<file path="src/rtl/effects_chain_if.sv">
// effects_chain_if: sample stream and per-sample effect parameters for the
// effects chain.
//   i_valid       sample strobe
//   i_sample      signed input sample
//   i_par_gain    overdrive gain, unsigned with fractional bits
//   ovrd_mode     0 = hard clip, 1 = soft clip
//   i_gate_thresh noise gate magnitude threshold
//   i_par_vol     output volume, Q1.7
//   i_bypass      bit0 overdrive, bit1 gate, bit2 volume
//   o_sample      signed output sample (holds while o_valid is low)
//   o_valid       output strobe
// master drives the sample stream; slave is the effects chain.
interface effects_chain_if #(
    parameter int fxp_size = 16
);
    logic                       i_valid;
    logic signed [fxp_size-1:0] i_sample;
    logic [10:0]                i_par_gain;
    logic                       ovrd_mode;
    logic [fxp_size-2:0]        i_gate_thresh;
    logic [7:0]                 i_par_vol;
    logic [2:0]                 i_bypass;
    logic signed [fxp_size-1:0] o_sample;
    logic                       o_valid;

    modport master (
        output i_valid, i_sample, i_par_gain, ovrd_mode, i_gate_thresh, i_par_vol, i_bypass,
        input  o_sample, o_valid
    );

    modport slave (
        input  i_valid, i_sample, i_par_gain, ovrd_mode, i_gate_thresh, i_par_vol, i_bypass,
        output o_sample, o_valid
    );
endinterface

</file>
<file path="src/rtl/effects_chain.sv">
// effects_chain: overdrive -> noise gate -> volume, fixed 3-cycle latency.
//   clk  single clock
//   rst  synchronous active-high reset
//   fx   effects_chain_if slave port (sample stream in, processed stream out)
// S1 captures the raw sample together with every parameter; the parameters
// then travel with the sample so a setting change never splits a sample.
// Overdrive sits between S1 and S2, the gate between S2 and S3, and volume
// between S3 and the output register.
module effects_chain #(
    parameter int fxp_size           = 16,
    parameter int bits_per_level     = 12,
    parameter int bits_per_gain_frac = 4,
    parameter int hold_samples       = 4
) (
    input  logic          clk,
    input  logic          rst,
    effects_chain_if.slave fx
);
    localparam int prod_w = fxp_size + 12;
    localparam int vol_w  = fxp_size + 9;
    localparam int cnt_w  = $clog2(hold_samples + 1);

    localparam logic signed [prod_w-1:0] knee_c     = prod_w'(32'sd1 <<< (bits_per_level - 2));
    localparam logic signed [prod_w-1:0] clip_max_c = prod_w'((32'sd1 <<< (bits_per_level - 1)) - 32'sd1);
    localparam logic signed [prod_w-1:0] clip_min_c = prod_w'(-(32'sd1 <<< (bits_per_level - 1)));
    localparam logic signed [vol_w-1:0]  vol_max_c  = vol_w'((32'sd1 <<< (fxp_size - 1)) - 32'sd1);
    localparam logic signed [vol_w-1:0]  vol_min_c  = vol_w'(-(32'sd1 <<< (fxp_size - 1)));
    localparam logic signed [fxp_size-1:0] smin_c   = {1'b1, {(fxp_size-1){1'b0}}};

    typedef enum logic [1:0] {
        GATE_OPEN   = 2'd0,
        GATE_HOLD   = 2'd1,
        GATE_CLOSED = 2'd2
    } gate_state_t;

    // pipeline registers
    logic                       s1_valid_r, s2_valid_r, s3_valid_r;
    logic signed [fxp_size-1:0] s1_sample_r, s2_sample_r, s3_sample_r;
    logic [10:0]                s1_gain_r;
    logic                       s1_mode_r;
    logic [fxp_size-2:0]        s1_thresh_r, s2_thresh_r;
    logic [7:0]                 s1_vol_r, s2_vol_r, s3_vol_r;
    logic [2:0]                 s1_bypass_r;
    logic [1:0]                 s2_bypass_r;   // [0] gate, [1] volume
    logic                       s3_bypass_r;   // volume
    logic signed [fxp_size-1:0] out_sample_r;
    logic                       out_valid_r;

    // gate FSM
    gate_state_t                gate_state_r, gate_next_s;
    logic [cnt_w-1:0]           gate_cnt_r, gate_cnt_next_s;

    // combinational stage results
    logic signed [prod_w-1:0]   od_a_s, od_b_s, od_prod_s, od_y_s, od_abs_s;
    logic signed [prod_w-1:0]   od_mag_s, od_soft_s, od_pre_s;
    logic signed [fxp_size-1:0] od_out_s;
    logic [fxp_size-2:0]        gate_abs_s;
    logic                       gate_below_s;
    logic signed [fxp_size-1:0] gate_out_s;
    logic signed [vol_w-1:0]    vol_a_s, vol_b_s, vol_prod_s, vol_y_s;
    logic signed [fxp_size-1:0] vol_out_s;

    // Overdrive: gain, optional soft knee compression, clamp to clip range.
    always_comb begin
        od_a_s    = {{12{s1_sample_r[fxp_size-1]}}, s1_sample_r};
        od_b_s    = {{(prod_w-11){1'b0}}, s1_gain_r};
        od_prod_s = od_a_s * od_b_s;
        od_y_s    = od_prod_s >>> bits_per_gain_frac;
        od_abs_s  = od_y_s[prod_w-1] ? -od_y_s : od_y_s;
        od_mag_s  = knee_c + ((od_abs_s - knee_c) >>> 2'd2);
        if (od_abs_s > knee_c) begin
            od_soft_s = od_y_s[prod_w-1] ? -od_mag_s : od_mag_s;
        end else begin
            od_soft_s = od_y_s;
        end
        od_pre_s = s1_mode_r ? od_soft_s : od_y_s;
        if (s1_bypass_r[0]) begin
            od_out_s = s1_sample_r;
        end else if (od_pre_s > clip_max_c) begin
            od_out_s = clip_max_c[fxp_size-1:0];
        end else if (od_pre_s < clip_min_c) begin
            od_out_s = clip_min_c[fxp_size-1:0];
        end else begin
            od_out_s = od_pre_s[fxp_size-1:0];
        end
    end

    // Gate magnitude: the most negative code saturates instead of wrapping.
    always_comb begin
        if (s2_sample_r == smin_c) begin
            gate_abs_s = {(fxp_size-1){1'b1}};
        end else if (s2_sample_r[fxp_size-1]) begin
            gate_abs_s = ~s2_sample_r[fxp_size-2:0] + {{(fxp_size-2){1'b0}}, 1'b1};
        end else begin
            gate_abs_s = s2_sample_r[fxp_size-2:0];
        end
        gate_below_s = (gate_abs_s < s2_thresh_r);
    end

    // Gate next-state and output; the FSM only moves on valid samples.
    always_comb begin
        gate_next_s     = gate_state_r;
        gate_cnt_next_s = gate_cnt_r;
        gate_out_s      = s2_sample_r;
        if (!s2_valid_r) begin
            gate_next_s     = gate_state_r;
        end else if (s2_bypass_r[0]) begin
            gate_next_s     = GATE_OPEN;
            gate_cnt_next_s = {cnt_w{1'b0}};
        end else begin
            case (gate_state_r)
                GATE_OPEN: begin
                    if (gate_below_s) begin
                        gate_next_s     = GATE_HOLD;
                        gate_cnt_next_s = cnt_w'(1'b1);
                    end else begin
                        gate_next_s     = GATE_OPEN;
                    end
                end
                GATE_HOLD: begin
                    if (!gate_below_s) begin
                        gate_next_s     = GATE_OPEN;
                        gate_cnt_next_s = {cnt_w{1'b0}};
                    end else if (gate_cnt_r == cnt_w'(hold_samples)) begin
                        gate_next_s     = GATE_CLOSED;
                        gate_out_s      = {fxp_size{1'b0}};
                    end else begin
                        gate_cnt_next_s = gate_cnt_r + cnt_w'(1'b1);
                    end
                end
                GATE_CLOSED: begin
                    if (!gate_below_s) begin
                        gate_next_s     = GATE_OPEN;
                        gate_cnt_next_s = {cnt_w{1'b0}};
                    end else begin
                        gate_out_s      = {fxp_size{1'b0}};
                    end
                end
                default: begin
                    gate_next_s     = GATE_OPEN;
                    gate_cnt_next_s = {cnt_w{1'b0}};
                end
            endcase
        end
    end

    // Volume: Q1.7 scale with saturation to the sample range.
    always_comb begin
        vol_a_s    = {{9{s3_sample_r[fxp_size-1]}}, s3_sample_r};
        vol_b_s    = {{(vol_w-8){1'b0}}, s3_vol_r};
        vol_prod_s = vol_a_s * vol_b_s;
        vol_y_s    = vol_prod_s >>> 3'd7;
        if (s3_bypass_r) begin
            vol_out_s = s3_sample_r;
        end else if (vol_y_s > vol_max_c) begin
            vol_out_s = vol_max_c[fxp_size-1:0];
        end else if (vol_y_s < vol_min_c) begin
            vol_out_s = vol_min_c[fxp_size-1:0];
        end else begin
            vol_out_s = vol_y_s[fxp_size-1:0];
        end
    end

    // Gate FSM state register.
    always_ff @(posedge clk) begin
        if (rst) begin
            gate_state_r <= GATE_OPEN;
            gate_cnt_r   <= {cnt_w{1'b0}};
        end else begin
            gate_state_r <= gate_next_s;
            gate_cnt_r   <= gate_cnt_next_s;
        end
    end

    // Pipeline slots; S1 captures parameters only alongside a valid sample.
    always_ff @(posedge clk) begin
        if (rst) begin
            s1_valid_r   <= 1'b0;
            s1_sample_r  <= {fxp_size{1'b0}};
            s1_gain_r    <= 11'd1 << bits_per_gain_frac;
            s1_mode_r    <= 1'b0;
            s1_thresh_r  <= {(fxp_size-1){1'b0}};
            s1_vol_r     <= 8'd128;
            s1_bypass_r  <= 3'd0;
            s2_valid_r   <= 1'b0;
            s2_sample_r  <= {fxp_size{1'b0}};
            s2_thresh_r  <= {(fxp_size-1){1'b0}};
            s2_vol_r     <= 8'd128;
            s2_bypass_r  <= 2'd0;
            s3_valid_r   <= 1'b0;
            s3_sample_r  <= {fxp_size{1'b0}};
            s3_vol_r     <= 8'd128;
            s3_bypass_r  <= 1'b0;
            out_valid_r  <= 1'b0;
            out_sample_r <= {fxp_size{1'b0}};
        end else begin
            s1_valid_r <= fx.i_valid;
            if (fx.i_valid) begin
                s1_sample_r <= fx.i_sample;
                s1_gain_r   <= fx.i_par_gain;
                s1_mode_r   <= fx.ovrd_mode;
                s1_thresh_r <= fx.i_gate_thresh;
                s1_vol_r    <= fx.i_par_vol;
                s1_bypass_r <= fx.i_bypass;
            end else begin
                s1_sample_r <= s1_sample_r;
            end
            s2_valid_r  <= s1_valid_r;
            s2_sample_r <= od_out_s;
            s2_thresh_r <= s1_thresh_r;
            s2_vol_r    <= s1_vol_r;
            s2_bypass_r <= s1_bypass_r[2:1];
            s3_valid_r  <= s2_valid_r;
            s3_sample_r <= gate_out_s;
            s3_vol_r    <= s2_vol_r;
            s3_bypass_r <= s2_bypass_r[1];
            out_valid_r <= s3_valid_r;
            // output sample holds between valid strobes
            if (s3_valid_r) begin
                out_sample_r <= vol_out_s;
            end else begin
                out_sample_r <= out_sample_r;
            end
        end
    end

    assign fx.o_sample = out_sample_r;
    assign fx.o_valid  = out_valid_r;
endmodule

</file>
<file path="src/flat_wrapper.sv">
// flat-port wrapper written by rule: the top's interface ports become plain ports
module effects_chain_flat 
#(
    parameter int fxp_size           = 16,
    parameter int bits_per_level     = 12,
    parameter int bits_per_gain_frac = 4,
    parameter int hold_samples       = 4
)
  (clk, rst, fx_i_valid, fx_i_sample, fx_i_par_gain, fx_ovrd_mode, fx_i_gate_thresh, fx_i_par_vol, fx_i_bypass, fx_o_sample, fx_o_valid);
  effects_chain_if #(.fxp_size(fxp_size)) fx_i ();
  input  logic clk;
  input  logic rst;
  input wire logic [$bits(fx_i.i_valid)-1:0] fx_i_valid;
  input wire logic [$bits(fx_i.i_sample)-1:0] fx_i_sample;
  input wire logic [$bits(fx_i.i_par_gain)-1:0] fx_i_par_gain;
  input wire logic [$bits(fx_i.ovrd_mode)-1:0] fx_ovrd_mode;
  input wire logic [$bits(fx_i.i_gate_thresh)-1:0] fx_i_gate_thresh;
  input wire logic [$bits(fx_i.i_par_vol)-1:0] fx_i_par_vol;
  input wire logic [$bits(fx_i.i_bypass)-1:0] fx_i_bypass;
  output wire logic [$bits(fx_i.o_sample)-1:0] fx_o_sample;
  output wire logic [$bits(fx_i.o_valid)-1:0] fx_o_valid;
  assign fx_i.i_valid = fx_i_valid;
  assign fx_i.i_sample = fx_i_sample;
  assign fx_i.i_par_gain = fx_i_par_gain;
  assign fx_i.ovrd_mode = fx_ovrd_mode;
  assign fx_i.i_gate_thresh = fx_i_gate_thresh;
  assign fx_i.i_par_vol = fx_i_par_vol;
  assign fx_i.i_bypass = fx_i_bypass;
  assign fx_o_sample = fx_i.o_sample;
  assign fx_o_valid = fx_i.o_valid;
  effects_chain #(.fxp_size(fxp_size), .bits_per_level(bits_per_level), .bits_per_gain_frac(bits_per_gain_frac), .hold_samples(hold_samples)) u_core (.clk(clk), .rst(rst), .fx(fx_i));
endmodule
</file>
<file path="config.mk">
export PLATFORM = sky130hd
export DESIGN_NAME = effects_chain_flat
export DESIGN_NICKNAME = d
export VERILOG_FILES = /design/src/rtl/effects_chain_if.sv /design/src/rtl/effects_chain.sv /design/src/flat_wrapper.sv
export SDC_FILE = /design/constraint.sdc
export NUM_CORES = 1
export LEC_CHECK = 0
export BUFFER_PORTS_ARGS = -buffer_cell sky130_fd_sc_hd__buf_2
export CAP_MARGIN = 20
export CELL_PAD_IN_SITES_DETAIL_PLACEMENT = 1
export CELL_PAD_IN_SITES_GLOBAL_PLACEMENT = 2
export CORE_MARGIN = 4
export CORE_UTILIZATION = 30
export CTS_CLUSTER_DIAMETER = 200
export DETAILED_ROUTE_END_ITERATION = 12
export PLACE_DENSITY_LB_ADDON = 0.12
export SETUP_SLACK_MARGIN = 0.3
export SYNTH_ARGS = -nofsm -noshare
export SYNTH_HDL_FRONTEND = slang
export SYNTH_SLANG_ARGS = --single-unit
</file>
<file path="constraint.sdc">
create_clock -name clk -period 12.82 [get_ports clk]
set_input_delay 3.846 -clock clk [delete_from_list [all_inputs] [get_ports clk]]
set_output_delay 3.846 -clock clk [all_outputs]
set_load 0.05 [all_outputs]
</file>
==> results.json, run 1 <==
{
  "status": "complete, no violations",
  "routed-wl-met3_um": 1140,
  "synth-seq-area-share_pct": 14.7,
  "ant_nets": 0,
  "muxShareOfSynthArea_pct": 3.56,
  "synthSimpleGateAreaFrac_pct": 20.2,
  "pin_count": 74,
  "antenna_found_initial": 0,
  "ir_worst_vdd_mv": 0.104,
  "drive_above_1_share_pct": 6.99,
  "first_global_vias": 17900,
  "viasPerCell": 5.01,
  "async_flop_share_pct": 0,
  "cp.arrival_ns": 11.73,
  "leakagePower_uw": 0.0100,
  "synth_fa_ha_area_share_pct": 34.8,
  "cts_made_buffers": 17,
  "routed_wl_um": 61300,
  "die-area_mm2": 0.0702,
  "fin_cells": 3214,
  "ys_ff_latch": 145,
  "syn_avg_cell_area_um2": 8.41,
  "start_kind": "flip-flop",
  "synth_ff_type": "dfxtp_1",
  "grt_max_degree": 53,
  "fin_hold_ws_ns": 0.410,
  "highest_layer": "met4",
  "cp_max_fo": 22,
  "min_period_over_period_pct": 89.0,
  "drc": 0,
  "num_rows": 93,
  "worstSetupEndpointType": "flip-flop",
  "criticalPathCategory": "flip-flop to flip-flop",
  "fmax_mhz": 87.7,
  "first_pass_iters": 5,
  "wire_per_inst_um": 19.1,
  "ff2ff_path_depth": 34,
  "hold_depth": 1,
  "cp.required_ns": 13.14,
  "finalMaxSlewViolations": 0,
  "gr-usage-all-layers_pct": 18.0,
  "hold_path_class": "flip-flop to flip-flop",
  "rrSetupSlack_ns": 1.42,
  "placed_area_mm2": 0.0209,
  "fin_tns_setup_ns": 0,
  "clkTransAtPathRegs_ns": 0.07,
  "synth_xor_area_share_pct": 4.71,
  "synth_cell_types": 85,
  "worst_clock_skew_ns": 0.0189,
  "htreeDepth": 4,
  "min_from": "u_core.s2_vol_r[7]$_SDFF_PP1_",
  "cpMostUsedCell": "fa_1",
  "setup_viol": 0,
  "timing_worst_slew_pin_value_ns": 1.08,
  "cts_tree": "built",
  "synth_fp_nets": 2804,
  "stdcell_area_mm2": 0.0215,
  "powerDensity_mw_per_mm2": 119,
  "slew_headroom_pct": 27.4,
  "placedCellCount": 3182,
  "multiInputGateArea_mm2": 0.0150,
  "hpwl_um": 50400,
  "core_mm2": 0.0649,
  "die_h_um": 265,
  "min_to": "u_core.s3_vol_r[7]$_SDFF_PP1_",
  "hold_viol_final": 0,
  "synth_top_family_by_area": "adder cells",
  "register_area_mm2": 0.00290,
  "cts_buffer_depth": 2,
  "clockRootBuffer": "clkbuf_16",
  "nets": 2796,
  "num_vias": 16100,
  "drt-met1-wl_um": 27600,
  "total_power_uw": 2560,
  "slowest_delay_ns": 0.79,
  "cp_slowest_cell": "a31oi_1",
  "r2r_end": "u_core.s2_sample_r[4]$_SDFF_PP0_",
  "synth_area_mm2": 0.0198,
  "cts_setup_buffers": 0,
  "yosys_warnings": 0,
  "die_w_um": 265,
  "diodes": 0,
  "synth_edf_count": 0,
  "synth-compound-area-share_pct": 12.6,
  "grt_pass1_wl_um": 101000,
  "cts_resized": 0,
  "rsz0062_at_grt": "false",
  "hold_buffers": 0,
  "wl_met2_um": 31500,
  "postSynthCellCount": 2354,
  "syn2layout_area_growth_pct": 8.63,
  "gr-total-overflow": 0,
  "reg2reg_from": "u_core.s1_gain_r[4]$_SDFFE_PP1P_",
  "portBuffers": 73,
  "cap_violations": 0,
  "gp_congestion": 0.788,
  "start_util_pct": 30.5,
  "clock_sinks": 145,
  "clk_latency_ns": 0.49,
  "fillers": 7738,
  "initialDrtViolationCount": 764,
  "period_needed_ns": 11.40
}
[registers in the layout, summed over array words and instances (netlist names), 2 cells and up]
signal               flops
u_core.fx.o_sample      16
u_core.s1_sample_r      16
u_core.s2_sample_r      16
u_core.s3_sample_r      16
u_core.s1_thresh_r      15
u_core.s2_thresh_r      15
u_core.s1_gain_r        11
u_core.s1_vol_r          8
u_core.s2_vol_r          8
u_core.s3_vol_r          8
u_core.gate_cnt_r        3
u_core.s1_bypass_r       3
u_core.gate_state_r      2
u_core.s2_bypass_r       2
[logic make-up (layout without fill, tap and decap cells)]
| kind of cell | after synthesis | after routing |
|---|---|---|
| and+or+nand+nor | 788 | 788 |
| buffers and inverters | 491 | 496 |
| adders and majority gates | 393 | 393 |
| AOI/OAI and AO/OA | 362 | 362 |
| DFF | 145 | 145 |
| xor gates and xnor gates | 105 | 105 |
| muxes | 70 | 70 |
[per-stage QoR]
| stage | setup slack [ns] | utilization [%] |
|---|---|---|
| 2_1_floorplan | 2.94 | - |
| 3_3_place_gp | 1.81 | 32.2 |
| 3_5_place_dp | 1.42 | 32.2 |
| 4_1_cts | 1.38 | 33.1 |
| 5_1_grt | 0.449 | 33.1 |
| 6_report | 1.42 | 33.1 |
[worst max-delay path: cells and delay by family, from the launching register on]
family / cells / cell delay (ns)
fa+ha+maj: 8 / 3.91
mux: 1 / 0.09
xor+xnor: 5 / 1.19
flops: 1 / 0.72
buf+inv: 5 / 0.81
simple gates: 7 / 2.20
compound gates: 8 / 2.27
[area by class of cell]
cell class | count | area share (%)
Sequential cell | 145 | 13.5
Clock inverter | 15 | 0.878
Clock buffer | 17 | 1.98
Inverter | 375 | 6.54
Tap cell | 855 | 4.97
Timing Repair Buffer | 89 | 2.28
Multi-Input combinational cell | 1718 | 69.9
[worst max-delay path by stage]
stage,depth (start not counted),startpoint,end,slack (ns)
6_report,34,u_core.s1_gain_r[4]$_SDFFE_PP1P_,u_core.s2_sample_r[4]$_SDFF_PP0_,1.42
5_1_grt,34,u_core.s1_gain_r[4]$_SDFFE_PP1P_,u_core.s2_sample_r[4]$_SDFF_PP0_,0.45
4_1_cts,34,u_core.s1_gain_r[4]$_SDFFE_PP1P_,u_core.s2_sample_r[6]$_SDFF_PP0_,1.38
3_5_place_dp,34,u_core.s1_gain_r[4]$_SDFFE_PP1P_,u_core.s2_sample_r[6]$_SDFF_PP0_,1.42
3_3_place_gp,34,u_core.s1_gain_r[4]$_SDFFE_PP1P_,u_core.s2_sample_r[3]$_SDFF_PP0_,1.81
2_1_floorplan,40,u_core.s1_gain_r[4]$_SDFFE_PP1P_,u_core.s2_sample_r[0]$_SDFF_PP0_,2.94
[cells in the final DEF, fill, tap and decap left out, types with 26 or more instances in the layout]
master    instances
nor2_1          103
a21oi_1          74
a211oi_1         26
nor3_1           30
nor2b_1          47
mux2i_1          67
xor2_1           31
fa_1            262
buf_2            71
and2_1          160
nand2_1         268
inv_1           375
ha_1            131
dfxtp_1         145
xnor2_1          73
o21ai_0          62
nand3_1          39
[Yosys cell counts, types with 62 or more instances]
master	number	area [um^2]
clkbuf_1	89	334
xnor2_1	73	639
a21oi_1	74	370
and2_1	160	1000
ha_1	131	1640
nand2_1	268	1010
inv_1	375	1410
fa_1	262	5250
mux2i_1	67	671
dfxtp_1	145	2900
o21ai_0	62	310
nor2_1	103	387
[power breakdown]
part | leakage [uW] | total, uW | internal (uW) | switching, uW
clock network | 0.000295 | 547 | 295 | 252
registers | 0.00119 | 574 | 490 | 84.0
logic | 0.00854 | 1440 | 538 | 898
total | 0.0100 | 2560 | 1320 | 1230
[layer usage]
metal | GRT usage [%] | vias up
li1 | - | 7622
met1 | 22.9 | 8292
met2 | 32.7 | 137
met3 | 1.98 | 42
met4 | 4.05 | 0
met5 | 0 | -
(Power assumes the default switching activity.)
==> run 2, diff against run 1 <==
--- a/config.mk
+++ b/config.mk
@@ -10,9 +10,10 @@
 export CELL_PAD_IN_SITES_DETAIL_PLACEMENT = 1
 export CELL_PAD_IN_SITES_GLOBAL_PLACEMENT = 2
 export CORE_MARGIN = 4
-export CORE_UTILIZATION = 30
+export CORE_UTILIZATION = 29
 export CTS_CLUSTER_DIAMETER = 200
 export DETAILED_ROUTE_END_ITERATION = 12
+export MAX_ROUTING_LAYER = met4
 export PLACE_DENSITY_LB_ADDON = 0.12
 export SETUP_SLACK_MARGIN = 0.3
 export SYNTH_ARGS = -nofsm -noshare
==> run 2 against run 1 <==
Net effect: sequential share of layout area about the same; critical path depth unchanged; die area is 3.3% higher; routed wire length shrank 0.12%; largest cell class unchanged; clock power is 6.2% lower; via count shrank 0.84%; critical path type unchanged.
==> results.json, run 2 (same netlist as run 1, synthesis figures left out) <==
{
  "cp.arrival_ns": 11.82,
  "min_from": "u_core.s2_vol_r[2]$_SDFF_PP0_",
  "portBuffers": 73,
  "fin_tns_setup_ns": 0,
  "slew_headroom_pct": 31.7,
  "clock_sinks": 145,
  "start_kind": "flip-flop",
  "period_needed_ns": 11.46,
  "hold_buffers": 0,
  "pin_count": 74,
  "reg2reg_from": "u_core.s1_gain_r[3]$_SDFFE_PP0P_",
  "gr-usage-all-layers_pct": 17.7,
  "ant_nets": 0,
  "status": "complete, no violations",
  "clockRootBuffer": "clkbuf_16",
  "powerDensity_mw_per_mm2": 117,
  "cts_buffer_depth": 2,
  "rsz0062_at_grt": "false",
  "cts_tree": "built",
  "min_period_over_period_pct": 89.4,
  "first_pass_iters": 4,
  "finalMaxSlewViolations": 0,
  "num_vias": 16000,
  "fmax_mhz": 87.3,
  "cpMostUsedCell": "fa_1",
  "cts_made_buffers": 17,
  "leakagePower_uw": 0.0100,
  "gr-total-overflow": 0,
  "cp_max_fo": 22,
  "routed_wl_um": 61200,
  "grt_pass1_wl_um": 101000,
  "antenna_found_initial": 0,
  "drc": 0,
  "ir_worst_vdd_mv": 0.0919,
  "cap_violations": 0,
  "slowest_delay_ns": 0.72,
  "cts_setup_buffers": 0,
  "hold_path_class": "flip-flop to flip-flop",
  "diodes": 0,
  "final_cell_mix": "inv_1 (375), nand2_1 (268), fa_1 (262)",
  "syn2layout_area_growth_pct": 8.57,
  "fin_cells": 3232,
  "htreeDepth": 4,
  "worst_clock_skew_ns": 0.0194,
  "viasPerCell": 4.94,
  "cts_resized": 0,
  "final_core_util_pct": 31.9,
  "criticalPathCategory": "flip-flop to flip-flop",
  "die_h_um": 269,
  "hpwl_um": 50400,
  "clkTransAtPathRegs_ns": 0.07,
  "gp_congestion": 0.812,
  "setup_viol": 0,
  "timing_worst_slew_pin_value_ns": 1.02,
  "core_mm2": 0.0674,
  "layout_commonest_cell": "inv_1",
  "cp.required_ns": 13.19,
  "start_util_pct": 29.4,
  "wire_per_inst_um": 18.9,
  "cp_slowest_cell": "dfxtp_1",
  "clk_latency_ns": 0.45,
  "die_w_um": 269,
  "nets": 2796,
  "ff2ff_path_depth": 34,
  "crit_start": "u_core.s1_gain_r[3]$_SDFFE_PP0P_",
  "grt_max_degree": 66,
  "initialDrtViolationCount": 560,
  "placedCellCount": 3200,
  "worstSetupEndpointType": "flip-flop",
  "first_global_vias": 17800,
  "drive_above_1_share_pct": 6.99,
  "die-area_mm2": 0.0725,
  "hold_viol_final": 0,
  "hold_depth": 1,
  "num_rows": 95
}
-- run 2: cell count changes in the layout (fill, tap and decap cells not counted) --
cell	change
clkinv_2	+3
bufinv_16	-1
clkinv_4	-1
inv_8	-1
-- run 2: stage by stage --
step / setup WS, ns / power (uW) / hold WS, ns / area, um^2
floorplan: 2.94 / 1630 / 0.389 / 19800
global placement: 1.78 / 2020 / 0.423 / 20900
detailed placement: 1.44 / 2030 / 0.430 / 20900
CTS: 1.38 / 2560 / 0.446 / 21500
global route: 0.468 / 2760 / 0.457 / 21500
finish: 1.36 / 2520 / 0.441 / 21500
-- run 2: power breakdown --
part,switching [uW],total [uW],internal [uW]
registers,84.5,575,490
clock network,239,513,274
logic,894,1430,536
-- run 2: layer usage --
layer,share of wire [%],GRT usage (%)
met4,1.6,3.80
met5,0,-
met1,45,22.2
met2,51,31.5
met3,1.6,1.41
-- run 2: worst paths after layout --
kind                                      endpoint  slack, ns
setup / recovery  u_core.s2_sample_r[0]$_SDFF_PP0_       1.36
hold / removal       u_core.s3_vol_r[2]$_SDFF_PP0_       0.44
setup reg to reg  u_core.s2_sample_r[0]$_SDFF_PP0_       1.36
hold reg to reg      u_core.s3_vol_r[2]$_SDFF_PP0_       0.44
-- run 2: cell type report --
class / count / area [um^2]
clock buffers: 17 / 425
clock inverters: 15 / 154
fillers: 7969 / 45900
inverters: 375 / 1410
multi-input cells: 1718 / 15000
flip-flops and latches: 145 / 2900
well taps: 873 / 1090
repair buffers: 89 / 490
-- run 2: worst max-delay path, delay by kind of cell, from the launching register on --
kind            cells  cell delay [ns]
fa+ha+maj           7             3.52
flops               1             0.72
buf+inv             4             0.55
compound gates     12             3.49
xor+xnor            4             0.84
simple gates        7             2.24
==> run 3, diff against run 2 <==
--- a/config.mk
+++ b/config.mk
@@ -7,11 +7,8 @@
 export LEC_CHECK = 0
 export BUFFER_PORTS_ARGS = -buffer_cell sky130_fd_sc_hd__buf_2
 export CAP_MARGIN = 20
-export CELL_PAD_IN_SITES_DETAIL_PLACEMENT = 1
-export CELL_PAD_IN_SITES_GLOBAL_PLACEMENT = 2
 export CORE_MARGIN = 4
 export CORE_UTILIZATION = 29
-export CTS_CLUSTER_DIAMETER = 200
 export DETAILED_ROUTE_END_ITERATION = 12
 export MAX_ROUTING_LAYER = met4
 export PLACE_DENSITY_LB_ADDON = 0.12
==> run 3 against run 2 <==
Net effect: setup slack worse by 0.049 ns; flip-flop and latch count stayed put; first-iteration DRC count grew 59%; sequential power barely moved; die area unchanged; power rose by 0.92%; maximum frequency is 0.42% lower; register-to-register slack worse by 0.05 ns; global-route usage down 0.66 points; clock skew shrank 0.0050 ns; design area rose by 0.36%; clock-buffer cell count did not move.
==> results.json, run 3 (same netlist as run 1, synthesis figures left out) <==
{
  "multiInputGateArea_mm2": 0.0150,
  "slowest_delay_ns": 1.03,
  "num_vias": 15800,
  "setup_viol": 0,
  "register_area_mm2": 0.00290,
  "fin_cells": 3234,
  "timing_worst_slew_pin_value_ns": 1.19,
  "status": "complete, no violations",
  "syn2layout_area_growth_pct": 8.96,
  "hpwl_um": 47500,
  "slew_headroom_pct": 18.9,
  "cts_buffer_depth": 2,
  "layout_commonest_cell": "inv_1",
  "finalMaxSlewViolations": 0,
  "cp_max_fo": 22,
  "drc": 0,
  "grt_pass1_wl_um": 97100,
  "p_sw_uw": 1200,
  "first_global_vias": 16800,
  "first_pass_iters": 5,
  "initialDrtViolationCount": 891,
  "cp_num_buf_inv": 4,
  "clock_sinks": 145,
  "worstSetupEndpointType": "flip-flop",
  "gr-usage-all-layers_pct": 17.1,
  "period_needed_ns": 11.50,
  "core_mm2": 0.0674,
  "pwr-share-seq_pct": 22.7,
  "leakagePower_uw": 0.0100,
  "cts_tree": "built",
  "fmax_mhz": 86.9,
  "viasPerCell": 4.89,
  "fillers": 7079,
  "antenna_found_initial": 1,
  "powerDensity_mw_per_mm2": 118,
  "final_cell_mix": "inv_1 (375), nand2_1 (268), fa_1 (262)",
  "cap_violations": 0,
  "wire_per_inst_um": 18.3,
  "cp_slowest_cell": "a2111oi_0",
  "cpMostUsedCell": "fa_1",
  "drive_above_1_share_pct": 7.07,
  "placedCellCount": 3201,
  "p_clk_share_pct": 22.0,
  "die_h_um": 269,
  "num_rows": 95,
  "cp.required_ns": 13.19,
  "fin_hold_ws_ns": 0.434,
  "cts_setup_buffers": 0,
  "crit_family": "compound AO/OA/AOI/OAI gates",
  "criticalPathCategory": "flip-flop to flip-flop",
  "grt_max_degree": 54,
  "total_power_uw": 2540,
  "worst_clock_skew_ns": 0.0144,
  "ant_nets": 0,
  "start_kind": "flip-flop",
  "pin_count": 74,
  "rsz0062_at_grt": "false",
  "routed_wl_um": 59100,
  "die-area_mm2": 0.0725,
  "die_w_um": 269,
  "clkTransAtPathRegs_ns": 0.07,
  "gr-total-overflow": 0,
  "fin_tns_setup_ns": 0,
  "nets": 2798,
  "switching_share_pct": 47.1,
  "gp_congestion": 0.843,
  "cts_made_buffers": 17,
  "start_util_pct": 29.4,
  "hold_path_class": "flip-flop to flip-flop",
  "hold_viol_final": 0,
  "diodes": 0,
  "clk_latency_ns": 0.46,
  "p_int_uw": 1340,
  "htreeDepth": 4,
  "clockRootBuffer": "clkbuf_16",
  "portBuffers": 73,
  "min_period_over_period_pct": 89.7,
  "p_comb_share_pct": 55.3,
  "ir_worst_vdd_mv": 0.0896,
  "cp.arrival_ns": 11.88
}
[run 3: cell count changes in the layout (fill, tap and decap cells not counted), sizes merged]
cell,before,now
clkinv,6,5
inv,381,382
bufinv,1,3
buf,89,90
clkbuf,17,18
clkinvlp,2,0
[run 3: what timing repair did]
action / in CTS / in global routing
gates resized for setup: 0 / 1
setup endpoints to repair: 0 / 11
hold buffers: 0 / 0
[run 3: per-stage QoR]
stage	instance area, um^2	setup slack (ns)	util [%]
floorplan	19800	2.94	-
global placement	20900	1.48	31.0
detailed placement	20900	1.30	31.0
CTS	21600	1.21	32.0
global route	21600	0.303	32.0
finish	21600	1.32	32.0
[run 3: path summary, 6_finish.rpt]
check	start	to	slack, ns	depth (start not counted)
hold reg to reg	u_core.s2_vol_r[7]$_SDFF_PP1_	u_core.s3_vol_r[7]$_SDFF_PP1_	0.43	1
setup reg to reg	u_core.s1_gain_r[5]$_SDFFE_PP0P_	u_core.s2_sample_r[10]$_SDFF_PP0_	1.32	34
setup / recovery	u_core.s1_gain_r[5]$_SDFFE_PP0P_	u_core.s2_sample_r[10]$_SDFF_PP0_	1.32	34
hold / removal	u_core.s2_vol_r[7]$_SDFF_PP1_	u_core.s3_vol_r[7]$_SDFF_PP1_	0.43	1
[run 3: power groups by stage]
| stage | clock, uW | sequential [uW] | combinational [uW] |
|---|---|---|---|
| floorplan | 0 | 535 | 1090 |
| global placement | 0 | 588 | 1400 |
| detailed placement | 0 | 588 | 1400 |
| CTS | 579 | 577 | 1410 |
| global route | 594 | 585 | 1590 |
| finish | 559 | 576 | 1410 |
[run 3: metal layers]
layer  track usage (%)  wire [um]  vias up
met5                 -          0        -
li1                  -          -     7639
met4              3.50        843        0
met1              24.2      29500     7878
met2              26.9      27000      264
met3              1.53       1750       46
[run 3: cell type report]
cell class,instances,area share [%]
multi-input cells,1718,69.6
well taps,873,5.06
flip-flops and latches,145,13.5
clock buffers,17,1.97
inverters,375,6.52
clock inverters,15,1.02
repair buffers,91,2.33
